[src/rtl/nco_phase_sweeper.sv]
// NCO state sweeper: initialises the state RAM, then on each sample tick reads,
// advances and writes back every slot's phase while streaming it downstream.
module nco_phase_sweeper #(
  parameter int VOICES  = 8,
  parameter int V_OSC   = 8,
  parameter int V_WIDTH = 3,
  parameter int O_WIDTH = 3
) (
  input  logic                       clk,
  input  logic                       reset,
  input  logic                       sample_tick,
  output logic [V_WIDTH+O_WIDTH-1:0] ram_read_address,
  input  logic [50:0]                ram_q,
  output logic [V_WIDTH+O_WIDTH-1:0] ram_write_address,
  output logic [50:0]                ram_d,
  output logic                       ram_we,
  input  logic                       upd_valid,
  output logic                       upd_ready,
  input  logic [V_WIDTH-1:0]         upd_voice,
  input  logic [O_WIDTH-1:0]         upd_osc,
  input  logic [17:0]                upd_inc,
  input  logic                       upd_sync,
  input  logic                       upd_mute,
  output logic                       phase_valid,
  output logic [31:0]                phase_out,
  output logic [V_WIDTH-1:0]         phase_voice,
  output logic [O_WIDTH-1:0]         phase_osc,
  output logic                       busy,
  output logic                       overrun
);

  localparam int ADDR_W = V_WIDTH + O_WIDTH;
  localparam int N      = VOICES * V_OSC;
  localparam int CNT_W  = ADDR_W + 2;
  localparam logic [CNT_W-1:0] N_CNT      = CNT_W'(N);
  localparam logic [CNT_W-1:0] LAST_SWEEP = CNT_W'(N + 2);

  typedef enum logic [1:0] {S_INIT, S_IDLE, S_SWEEP} state_t;

  state_t            state, state_nxt;
  logic [CNT_W-1:0]  cnt, cnt_nxt;
  logic              init_we;
  logic              vld_p0, vld_p1, vld_p2;
  logic [ADDR_W-1:0] addr_p0, addr_p1, addr_p2;

  logic              pend_vld;
  logic [ADDR_W-1:0] pend_addr;
  logic [17:0]       pend_inc;
  logic              pend_sync, pend_mute;
  logic              upd_accept, pend_hit;

  logic              mute_p2;
  logic [17:0]       inc_p2;
  logic [31:0]       scaled_p2, out_phase_p2, new_phase_p2;

  // Pitch increment lands 8 bits up in the 32-bit accumulator.
  function automatic logic [31:0] scale_inc(input logic [17:0] inc);
    return {6'b0, inc, 8'b0};
  endfunction

  // Accumulator advance wraps modulo 2^32; no saturation by design.
  function automatic logic [31:0] phase_wrap_add(input logic [31:0] ph,
                                                 input logic [31:0] step);
    return ph + step;
  endfunction

  always_ff @(posedge clk or posedge reset) begin
    if (reset) begin
      state <= S_INIT;
      cnt   <= '0;
    end else begin
      state <= state_nxt;
      cnt   <= cnt_nxt;
    end
  end

  always_comb begin
    state_nxt = state;
    cnt_nxt   = cnt;
    init_we   = 1'b0;
    vld_p0    = 1'b0;
    case (state)
      S_INIT: begin
        if (cnt == N_CNT) begin
          state_nxt = S_IDLE;
          cnt_nxt   = '0;
        end else begin
          init_we = 1'b1;
          cnt_nxt = cnt + CNT_W'(1);
        end
      end
      S_IDLE: begin
        if (sample_tick) begin
          state_nxt = S_SWEEP;
          cnt_nxt   = '0;
        end
      end
      S_SWEEP: begin
        // cnt keeps running past N to drain the two-cycle RAM read latency.
        vld_p0 = (cnt < N_CNT);
        if (cnt == LAST_SWEEP) begin
          state_nxt = S_IDLE;
          cnt_nxt   = '0;
        end else begin
          cnt_nxt = cnt + CNT_W'(1);
        end
      end
      default: state_nxt = S_INIT;
    endcase
  end

  assign busy             = (state != S_IDLE);
  assign addr_p0          = cnt[ADDR_W-1:0];
  assign ram_read_address = vld_p0 ? addr_p0 : '0;

  always_ff @(posedge clk or posedge reset) begin
    if (reset) overrun <= 1'b0;
    else if (sample_tick && busy) overrun <= 1'b1;
  end

  // p0 -> p1 -> p2: address in flight while the RAM read completes
  always_ff @(posedge clk or posedge reset) begin
    if (reset) begin
      vld_p1 <= 1'b0;
      vld_p2 <= 1'b0;
    end else begin
      vld_p1 <= vld_p0;
      vld_p2 <= vld_p1;
    end
  end

  always_ff @(posedge clk) begin
    addr_p1 <= addr_p0;
    addr_p2 <= addr_p1;
  end

  assign upd_ready  = ~pend_vld;
  assign upd_accept = upd_valid & ~pend_vld;
  assign pend_hit   = vld_p2 & pend_vld & (pend_addr == addr_p2);

  always_ff @(posedge clk or posedge reset) begin
    if (reset) pend_vld <= 1'b0;
    else if (pend_hit) pend_vld <= 1'b0;
    else if (upd_accept) pend_vld <= 1'b1;
  end

  always_ff @(posedge clk) begin
    if (upd_accept) begin
      pend_addr <= {upd_voice, upd_osc};
      pend_inc  <= upd_inc;
      pend_sync <= upd_sync;
      pend_mute <= upd_mute;
    end
  end

  // p2: RAM word valid, merge pending update and advance phase
  always_comb begin
    mute_p2      = ram_q[50];
    inc_p2       = ram_q[49:32];
    out_phase_p2 = ram_q[31:0];
    if (pend_hit) begin
      mute_p2 = pend_mute;
      inc_p2  = pend_inc;
    end
    scaled_p2    = scale_inc(inc_p2);
    new_phase_p2 = phase_wrap_add(ram_q[31:0], scaled_p2);
    if (mute_p2) begin
      out_phase_p2 = '0;
      new_phase_p2 = '0;
    end else if (pend_hit && pend_sync) begin
      out_phase_p2 = '0;
      new_phase_p2 = scaled_p2;
    end
  end

  // p3: registered phase stream and RAM write-back
  always_ff @(posedge clk or posedge reset) begin
    if (reset) begin
      phase_valid       <= 1'b0;
      phase_out         <= '0;
      phase_voice       <= '0;
      phase_osc         <= '0;
      ram_we            <= 1'b0;
      ram_write_address <= '0;
      ram_d             <= '0;
    end else begin
      phase_valid <= vld_p2;
      ram_we      <= init_we | vld_p2;
      if (vld_p2) begin
        phase_out   <= out_phase_p2;
        phase_voice <= addr_p2[ADDR_W-1:O_WIDTH];
        phase_osc   <= addr_p2[O_WIDTH-1:0];
      end
      if (init_we) begin
        ram_write_address <= cnt[ADDR_W-1:0];
        ram_d             <= '0;
      end else if (vld_p2) begin
        ram_write_address <= addr_p2;
        ram_d             <= {mute_p2, inc_p2, new_phase_p2};
      end
    end
  end

endmodule

[config.mk]
export PLATFORM = sky130hd
export DESIGN_NAME = nco_phase_sweeper
export DESIGN_NICKNAME = d
export VERILOG_FILES = /design/src/rtl/nco_phase_sweeper.sv
export SDC_FILE = /design/constraint.sdc
export NUM_CORES = 1
export LEC_CHECK = 0
export CELL_PAD_IN_SITES_DETAIL_PLACEMENT = 1
export CELL_PAD_IN_SITES_GLOBAL_PLACEMENT = 1
export CORE_ASPECT_RATIO = 0.6
export CORE_MARGIN = 2
export CORE_UTILIZATION = 40
export CTS_BUF_LIST = sky130_fd_sc_hd__clkbuf_16
export CTS_CLUSTER_DIAMETER = 40
export DETAILED_ROUTE_END_ITERATION = 10
export HOLD_SLACK_MARGIN = 0.05
export PLACE_DENSITY_LB_ADDON = 0.1
export SKIP_CTS_REPAIR_TIMING = 1
export SYNTH_ARGS = -nofsm -noshare
export SYNTH_HDL_FRONTEND = slang
export SYNTH_SLANG_ARGS = --single-unit
[constraint.sdc]
create_clock -name clk -period 6.6 [get_ports clk]
set_input_delay 0.66 -clock clk [delete_from_list [all_inputs] [get_ports clk]]
set_output_delay 0.66 -clock clk [all_outputs]
set_load 0.02 [all_outputs]
Word-level counts from Yosys, hierarchy flattened
Index checks and enable logic that the tools add are counted.
Widths: inputs -> output; s select.

storage, ports and cells
  flip-flop bits (word level) = 149
  input port bits = 81
  output and inout port bits = 106

cells by class
  add/subtract/negate cells = 2
  $lt $le $gt $ge = 1
  equality and inequality tests = 9
  mux-type cells = 24
  bitwise operators = 5
  reductions and logical operators = 8

operators with widths
  operator             count
  $mux 32              4
  $mux 51              2
  $add 32x26->32       1
  $mux 8               3
  $pmux 8 s3           1
  $mux 18              1
  $mux 6               3
  $eq 8x7->1 const B   2
  $add 8x1->8 const B  1
  $lt 8x7->1 const B   1
  $eq 6x6->1           1
  $mux 1               6
  $mux 2               3
  $ne 2x2->1 const B   3
  $pmux 2 s3           1
  $reduce_bool 2->1    2
  $and 1x1->1          3
  $reduce_and 3->1     1
  $reduce_bool 3->1    1
  $eq 2x1->1 const B   1
  $eq 2x2->1 const B   1
  $logic_and 1x1->1    2
  $logic_not 2->1      1
  $ne 2x1->1 const B   1
  other kinds (3)      3

Logic depth before layout (Yosys ltp)
Gate-level depths: netlist of the first run.

  word-level depth = 8
  gate-level depth with buffers = 15

Worst setup path before layout of the first run
Ideal clock, no wire load.

  path type = register to register
  start point = register pend_addr[5]
  end point = register ram_d[30]
  library setup time = 0.069 ns
  data arrival time = 3.875 ns
  data required time = 6.531 ns
  path slack = 2.656 ns
  stages on the path, launching flop included = 14
  path buffers = 1
  cell sequence = edfxtp_1 > xor2_1 > or4_4 > nor2_4 > buf_2 > mux2_2 > fa_1 > a21o_1 > a221oi_1 > o21a_1 > o2111ai_1 > nand3_1 > or4b_1 > nand3_1

between the ends
  word-level cells in the longest chain between the ends = 8

RTL lines
  what                    line  RTL
  start, declared         47    logic [ADDR_W-1:0] pend_addr;
  start signal, assigned  149   pend_addr <= {upd_voice, upd_osc};
  $eq 6x6->1 *            139   assign pend_hit = vld_p2 & pend_vld & (pend_addr == addr_p2);
  $and 1x1->1 *           139
  $mux 18                 161   if (pend_hit) begin
  $add 32x26->32          64    return ph + step;
  $mux 32                 170   end else if (pend_hit && pend_sync) begin
  $mux 32 *               167   if (mute_p2) begin
  $mux 51 *               197   end else if (vld_p2) begin
  $mux 51 *               194   if (init_we) begin
  end signal, assigned    199   ram_d <= {mute_p2, inc_p2, new_phase_p2};
  end, declared           15    output logic [50:0] ram_d,

Mark *: on every way between the ends. The rest lies on a longest branch, timed or not. The select of a mux whose other input is x is not followed.
A chain may end at the register's enable or synchronous reset.

Worst setup path in the final report of the first run
Ends and elaborated chain as after synthesis.

==> flow_summary.json, run 1 <==
{
  "outcome": "finished clean",
  "power.share.clock_pct": 26.2,
  "grt_pass1_wl_um": 36300,
  "avgRoutedWirePerCell_um": 21.4,
  "yosys_warnings": 0,
  "endpoint_kind": "flop",
  "drt-initial-drc-count": 292,
  "synth-edff-count": 26,
  "synth_top_area_share_pct": 39.8,
  "p_switching_w": 0.00149,
  "routed_via_density": 5.39,
  "final_nets": 944,
  "worstPathMaxFanout": 19,
  "antenna_found_initial": 1,
  "drv_slew": 0,
  "cp.arrival_ns": 5.27,
  "grt-busiest-layer": "met2",
  "drive_gt1_share_pct": 8.99,
  "crit_path_top_delay_cell": "a221oi_1",
  "maxSlewHeadroom_pct": 21.4,
  "grt_usage_pct": 25.6,
  "layout_min_cycle_time_ns": 4.91,
  "synth_most_common_cell": "dfrtp_1",
  "grt-ovfl-total": 0,
  "yosysUniqueCellTypes": 57,
  "cap_violations": 0,
  "clkSinkCount": 149,
  "initial_core_util_pct": 40.8,
  "whs_ns": 0.332,
  "setup_viol": 0,
  "io_buffer_count": 186,
  "dp_hpwl_um": 16600,
  "switching_share_pct": 39.3,
  "synth_cells": 652,
  "synth-main-ff-cell": "dfrtp_1",
  "cts_tree": "built",
  "root_buffer": "clkbuf_16",
  "rows": 37,
  "use_met2_pct": 38.6,
  "clkLatencyLatePin_ns": 0.43,
  "p_comb_share_pct": 39.3,
  "fp.dieW_um": 175,
  "postRouteAntennaNets": 0,
  "start_kind": "flop",
  "use_met3_pct": 6.76,
  "boundaryPins": 187,
  "async_reset_ff_share_pct": 74.5,
  "dpl_cell_area_um2": 9050,
  "crit_top_cell": "nand3_1",
  "synth_area_per_cell_um2": 10.7,
  "clkTransAtPathRegs_ns": 0.08,
  "yosysTopAreaCell": "dfrtp_1",
  "drc": 0,
  "synth_nets": 764,
  "critical-path-max-stage-delay_ns": 0.60,
  "cts.htree.levels": 4,
  "routed_wl_um": 23100,
  "design_area_um2": 9660,
  "grt_max_degree": 67,
  "ys_seq_area_share_pct": 54.4,
  "syn-cell-area_um2": 6990,
  "num_vias": 5818,
  "path_cells": "xor2_1, or4_4, nor2_4, mux2_2, ha_1, fa_1, a21o_1, a221oi_1, o21a_1, o2111ai_1, nand3_1, or4b_1, nand3_1",
  "min_path_type": "reg2reg",
  "numPlacedInstances": 1047,
  "first_global_vias": 6334,
  "finalCritPeriodShare_pct": 74.3,
  "coreArea_um2": 17100,
  "tns_ns": 0,
  "internal_power_w": 0.00231,
  "sequentialPowerShare_pct": 34.5,
  "yosys_register_bits": 149,
  "rsz0062_at_grt": "false",
  "hold_viol": 0,
  "skew_ns": 0.0138,
  "synth_area_leaders": "dfrtp_1 40%, edfxtp_1 11%, ha_1 5.4%",
  "p_per_area_nw_per_um2": 393,
  "ctsLongestPathBuffers": 2,
  "p_leak_nw": 3.98,
  "setup.worst_path.class": "reg2reg",
  "globalplace.congestion": 0.872,
  "fmax_ghz": 0.204,
  "cp.required_ns": 6.96,
  "tightest_slew_ns": 1.17,
  "syn2layout_area_growth_pct": 38.3,
  "ir_worst_vdd_mv": 0.179,
  "layout.cells.non_filler": 1080,
  "die_h_um": 106,
  "drt_first_pass_iters": 4,
  "netlist_top_cells_count": "111 x dfrtp_1, 71 x nand2_1, 57 x nor2_1",
  "numCtsBuffers": 17,
  "use_met1_pct": 36.9,
  "die_area_um2": 18600
}
==> worst paths after layout <==
kind	startpoint	endpoint	slack [ns]	cells after the start
setup / recovery	pend_addr[5]	ram_d[30]	1.69	13
hold / removal	addr_p1[4]	addr_p2[4]	0.33	0
setup reg to reg	pend_addr[5]	ram_d[30]	1.69	13
hold reg to reg	addr_p1[4]	addr_p2[4]	0.33	0
max in group asynchronous	reset	vld_p2	4.57	3
min in group asynchronous	reset	phase_out[26]	0.65	2
==> routing by layer <==
| metal | up-vias | share of wire [%] | wire, um |
|---|---|---|---|
| met4 | 0 | 1.1 | 265 |
| met5 | - | 0 | 0 |
| li1 | 2692 | - | - |
| met3 | 23 | 6.0 | 1380 |
| met1 | 2933 | 49 | 11400 |
| met2 | 170 | 44 | 10100 |
==> cells in the final DEF, fill, tap and decap left out, types with 5 or more instances in the layout <==
cell / count
dfrtp_1: 110
nand4_1: 7
and2_1: 7
o31ai_1: 5
nand2_1: 71
ha_1: 30
dfxtp_1: 12
edfxtp_1: 26
inv_1: 19
xor2_1: 12
clkbuf_16: 17
mux2i_1: 12
nor3_1: 23
clkinv_8: 5
a22oi_1: 5
a22o_1: 24
mux2_2: 24
buf_4: 6
o21ai_0: 47
a21oi_1: 32
clkdlybuf4s50_1: 186
nand3_1: 9
o22ai_1: 6
xnor2_1: 13
nor2_1: 57
==> sequential cells by signal, summed over array words and instances, names as in the netlist, 2 cells and up <==
| signal | count |
|---|---|
| phase_voice | 3 |
| state | 2 |
| addr_p2 | 6 |
| pend_addr | 6 |
| cnt | 8 |
| phase_out | 32 |
| addr_p1 | 6 |
| ram_d | 51 |
| pend_inc | 18 |
| ram_write_address | 6 |
| phase_osc | 3 |
==> kinds of logic (layout without fill, tap and decap cells) <==
family	Yosys count	after routing	synth area share, %
AO/OA/AOI/OAI	149	149	13.7
flip-flops	149	149	54.4
multiplexers	36	36	5.59
XOR/XNOR	25	25	3.13
buffers and inverters	52	245	3.12
adder cells (fa/ha/maj)	31	31	5.66
other	0	1	0
AND/OR/NAND/NOR	210	210	14.5
==> critical path: cells and delay by family (launching register included) <==
family | cells | cell delay, ns
AND/OR/NAND/NOR | 5 | 1.89
AO/OA/AOI/OAI | 4 | 1.33
adder cells (fa/ha/maj) | 2 | 0.63
multiplexers | 1 | 0.42
flip-flops | 1 | 0.38
XOR/XNOR | 1 | 0.17
==> area by class of cell <==
type,instances,area (um2)
fill,1831,7470
sequential,149,3800
multi-input combinational,451,2970
timing repair buffer,192,1910
clock buffer,17,425
tap,234,293
clock inverter,15,179
inverter,21,81.3
antenna,1,2.50
==> per-stage QoR <==
stage | setup slack (ns) | utilization [%] | power [W]
floorplan | 2.66 | - | 0.00213
global placement | 2.02 | 52.9 | 0.00276
detailed placement | 1.88 | 52.9 | 0.00281
CTS | 1.77 | 56.4 | 0.00383
global route | 1.52 | 56.4 | 0.00399
finish | 1.69 | 56.4 | 0.00380
==> power by group through the flow <==
stage	clock network (W)	registers, W	logic [W]
final	0.000996	0.00131	0.00149
after global routing	0.00105	0.00134	0.00160
after CTS	0.00101	0.00131	0.00150
after detailed placement	0	0.00133	0.00149
after global placement	0	0.00131	0.00145
after floorplan	0	0.00152	0.000610
(Power assumes the default switching activity.)
==> run 2: changes to the inputs <==
CORE_UTILIZATION = 34   (was 40)
clock period = 4.3 ns   (was 6.6 ns; I/O delays follow)
==> flow_summary.json, run 2 (synthesis gave the netlist of run 1 again) <==
{
  "drc": 0,
  "endpoint_kind": "flop",
  "clkLatencyLatePin_ns": 0.44,
  "layout.cells.non_filler": 1127,
  "cp.arrival_ns": 4.45,
  "r2r_cells": 13,
  "first_global_vias": 6152,
  "die_area_um2": 21700,
  "cap_violations": 0,
  "cp.required_ns": 4.66,
  "worstPathMaxFanout": 6,
  "globalplace.congestion": 0.832,
  "rsz0062_at_grt": "false",
  "tightest_slew_ns": 1.06,
  "drv_slew": 0,
  "hold_depth": 0,
  "routed_wl_um": 23900,
  "ir_worst_vdd_mv": 0.259,
  "p_comb_share_pct": 39.6,
  "hold_viol": 0,
  "largest_reg_flops": 51,
  "fp.dieW_um": 189,
  "grt-ovfl-total": 0,
  "die_h_um": 115,
  "fin_ws_ns": 0.208,
  "postRouteAntennaNets": 0,
  "dp_hpwl_um": 17600,
  "largest-register": "ram_d",
  "design_area_um2": 9790,
  "grt_max_degree": 71,
  "skew_ns": 0.0168,
  "finalCritPeriodShare_pct": 95.2,
  "power.share.clock_pct": 25.8,
  "sequentialPowerShare_pct": 34.6,
  "coreArea_um2": 20100,
  "drt_first_pass_iters": 5,
  "numPlacedInstances": 1093,
  "p_switching_w": 0.00217,
  "clkSinkCount": 149,
  "dp_slack_ns": 0.0264,
  "antenna_found_initial": 1,
  "root_buffer": "clkbuf_16",
  "grt_usage_pct": 22.4,
  "final_cell_mix": "186 x clkdlybuf4s50_1, 110 x dfrtp_1, 71 x nand2_1",
  "switching_share_pct": 37.3,
  "numCtsBuffers": 17,
  "min_path_type": "reg2reg",
  "num_vias": 5770,
  "final_nets": 953,
  "mostFrequentLayoutCell": "clkdlybuf4s50_1",
  "dpl_cell_area_um2": 9160,
  "initial_core_util_pct": 34.8,
  "io_buffer_count": 186,
  "maxSlewHeadroom_pct": 28.5,
  "outcome": "finished clean",
  "setup.worst_path.class": "reg2reg",
  "power.total_w": 0.00581,
  "rows": 40,
  "clkTransAtPathRegs_ns": 0.06,
  "syn2layout_area_growth_pct": 40.1,
  "drive_gt1_share_pct": 10.1,
  "layout_min_cycle_time_ns": 4.09,
  "p_leak_nw": 4.04,
  "cts_tree": "built",
  "start_kind": "flop",
  "avgRoutedWirePerCell_um": 21.2,
  "p_per_area_nw_per_um2": 594,
  "boundaryPins": 187,
  "cts.htree.levels": 4,
  "routed_via_density": 5.12,
  "ctsLongestPathBuffers": 2,
  "diodes": 0,
  "finalCoreUtilization_pct": 48.8,
  "fmax_ghz": 0.244,
  "n_fill_cell": 2204,
  "biggestRegsByFlops": "ram_d: 51 flops, phase_out: 32 flops, pend_inc: 18 flops",
  "grt_pass1_wl_um": 36300,
  "setup_viol": 0,
  "drt-initial-drc-count": 456,
  "internal_power_w": 0.00365
}
-- run 2: cell types whose count changed in the layout (fill, tap and decap cells not counted), sizes merged --
cell | before | now
buf | 6 | 15
inv | 29 | 25
bufinv | 0 | 2
clkbuf | 17 | 18
clkinvlp | 0 | 1
diode | 1 | 0
-- run 2: critical path: stages (launching register included) --
cell       delay, ns
edfxtp_1        0.38
xor2_1          0.17
or4_4           0.57
nor2_4          0.23
mux2_2          0.39
ha_1            0.21
fa_1            0.43
a21o_1          0.24
a221oi_4        0.32
o21a_2          0.20
o2111ai_1       0.19
nand3_2         0.15
or4b_1          0.45
nand3_1         0.09
-- run 2: routing by layer --
metal / up-vias / GRT usage (%) / share of wire (%)
met5: - / 0 / 0.046
met4: 2 / 4.95 / 0.74
met3: 14 / 7.60 / 8.6
met2: 164 / 32.6 / 42
met1: 2889 / 32.1 / 48
li1: 2701 / - / -
-- run 2: per-stage QoR --
stage / TNS (ns) / hold WS (ns)
finish: 0 / 0.325
global route: 0 / 0.332
CTS: -0.0142 / 0.329
floorplan: 0 / 0.310
detailed placement: 0 / 0.313
global placement: 0 / 0.311
-- run 2: power groups by stage --
stage	Combinational [W]	Sequential, W	Clock (W)
3_5_place_dp	0.00231	0.00204	0
6_report	0.00230	0.00201	0.00150
2_1_floorplan	0.000936	0.00233	0
3_3_place_gp	0.00225	0.00202	0
5_1_grt	0.00248	0.00206	0.00159
4_1_cts	0.00232	0.00202	0.00153
-- run 2: area by class of cell --
type                       count  area (um2)  area share [%]
tap                          273         342            3.49
clock buffer                  18         450            4.60
multi-input combinational    451        3000            30.7
sequential                   149        3800            38.8
timing repair buffer         201        1970            20.2
inverter                      21        81.3           0.831
clock inverter                14         138            1.41
-- run 2: final timing paths --
kind | start | end | slack (ns)
worst max-delay path | pend_addr[5] | ram_d[30] | 0.21
worst min-delay path | addr_p1[1] | addr_p2[1] | 0.33
worst max register to register | pend_addr[5] | ram_d[30] | 0.21
worst min register to register | addr_p1[1] | addr_p2[1] | 0.33
max in group asynchronous | reset | phase_out[28] | 2.78
min in group asynchronous | reset | phase_out[29] | 0.56
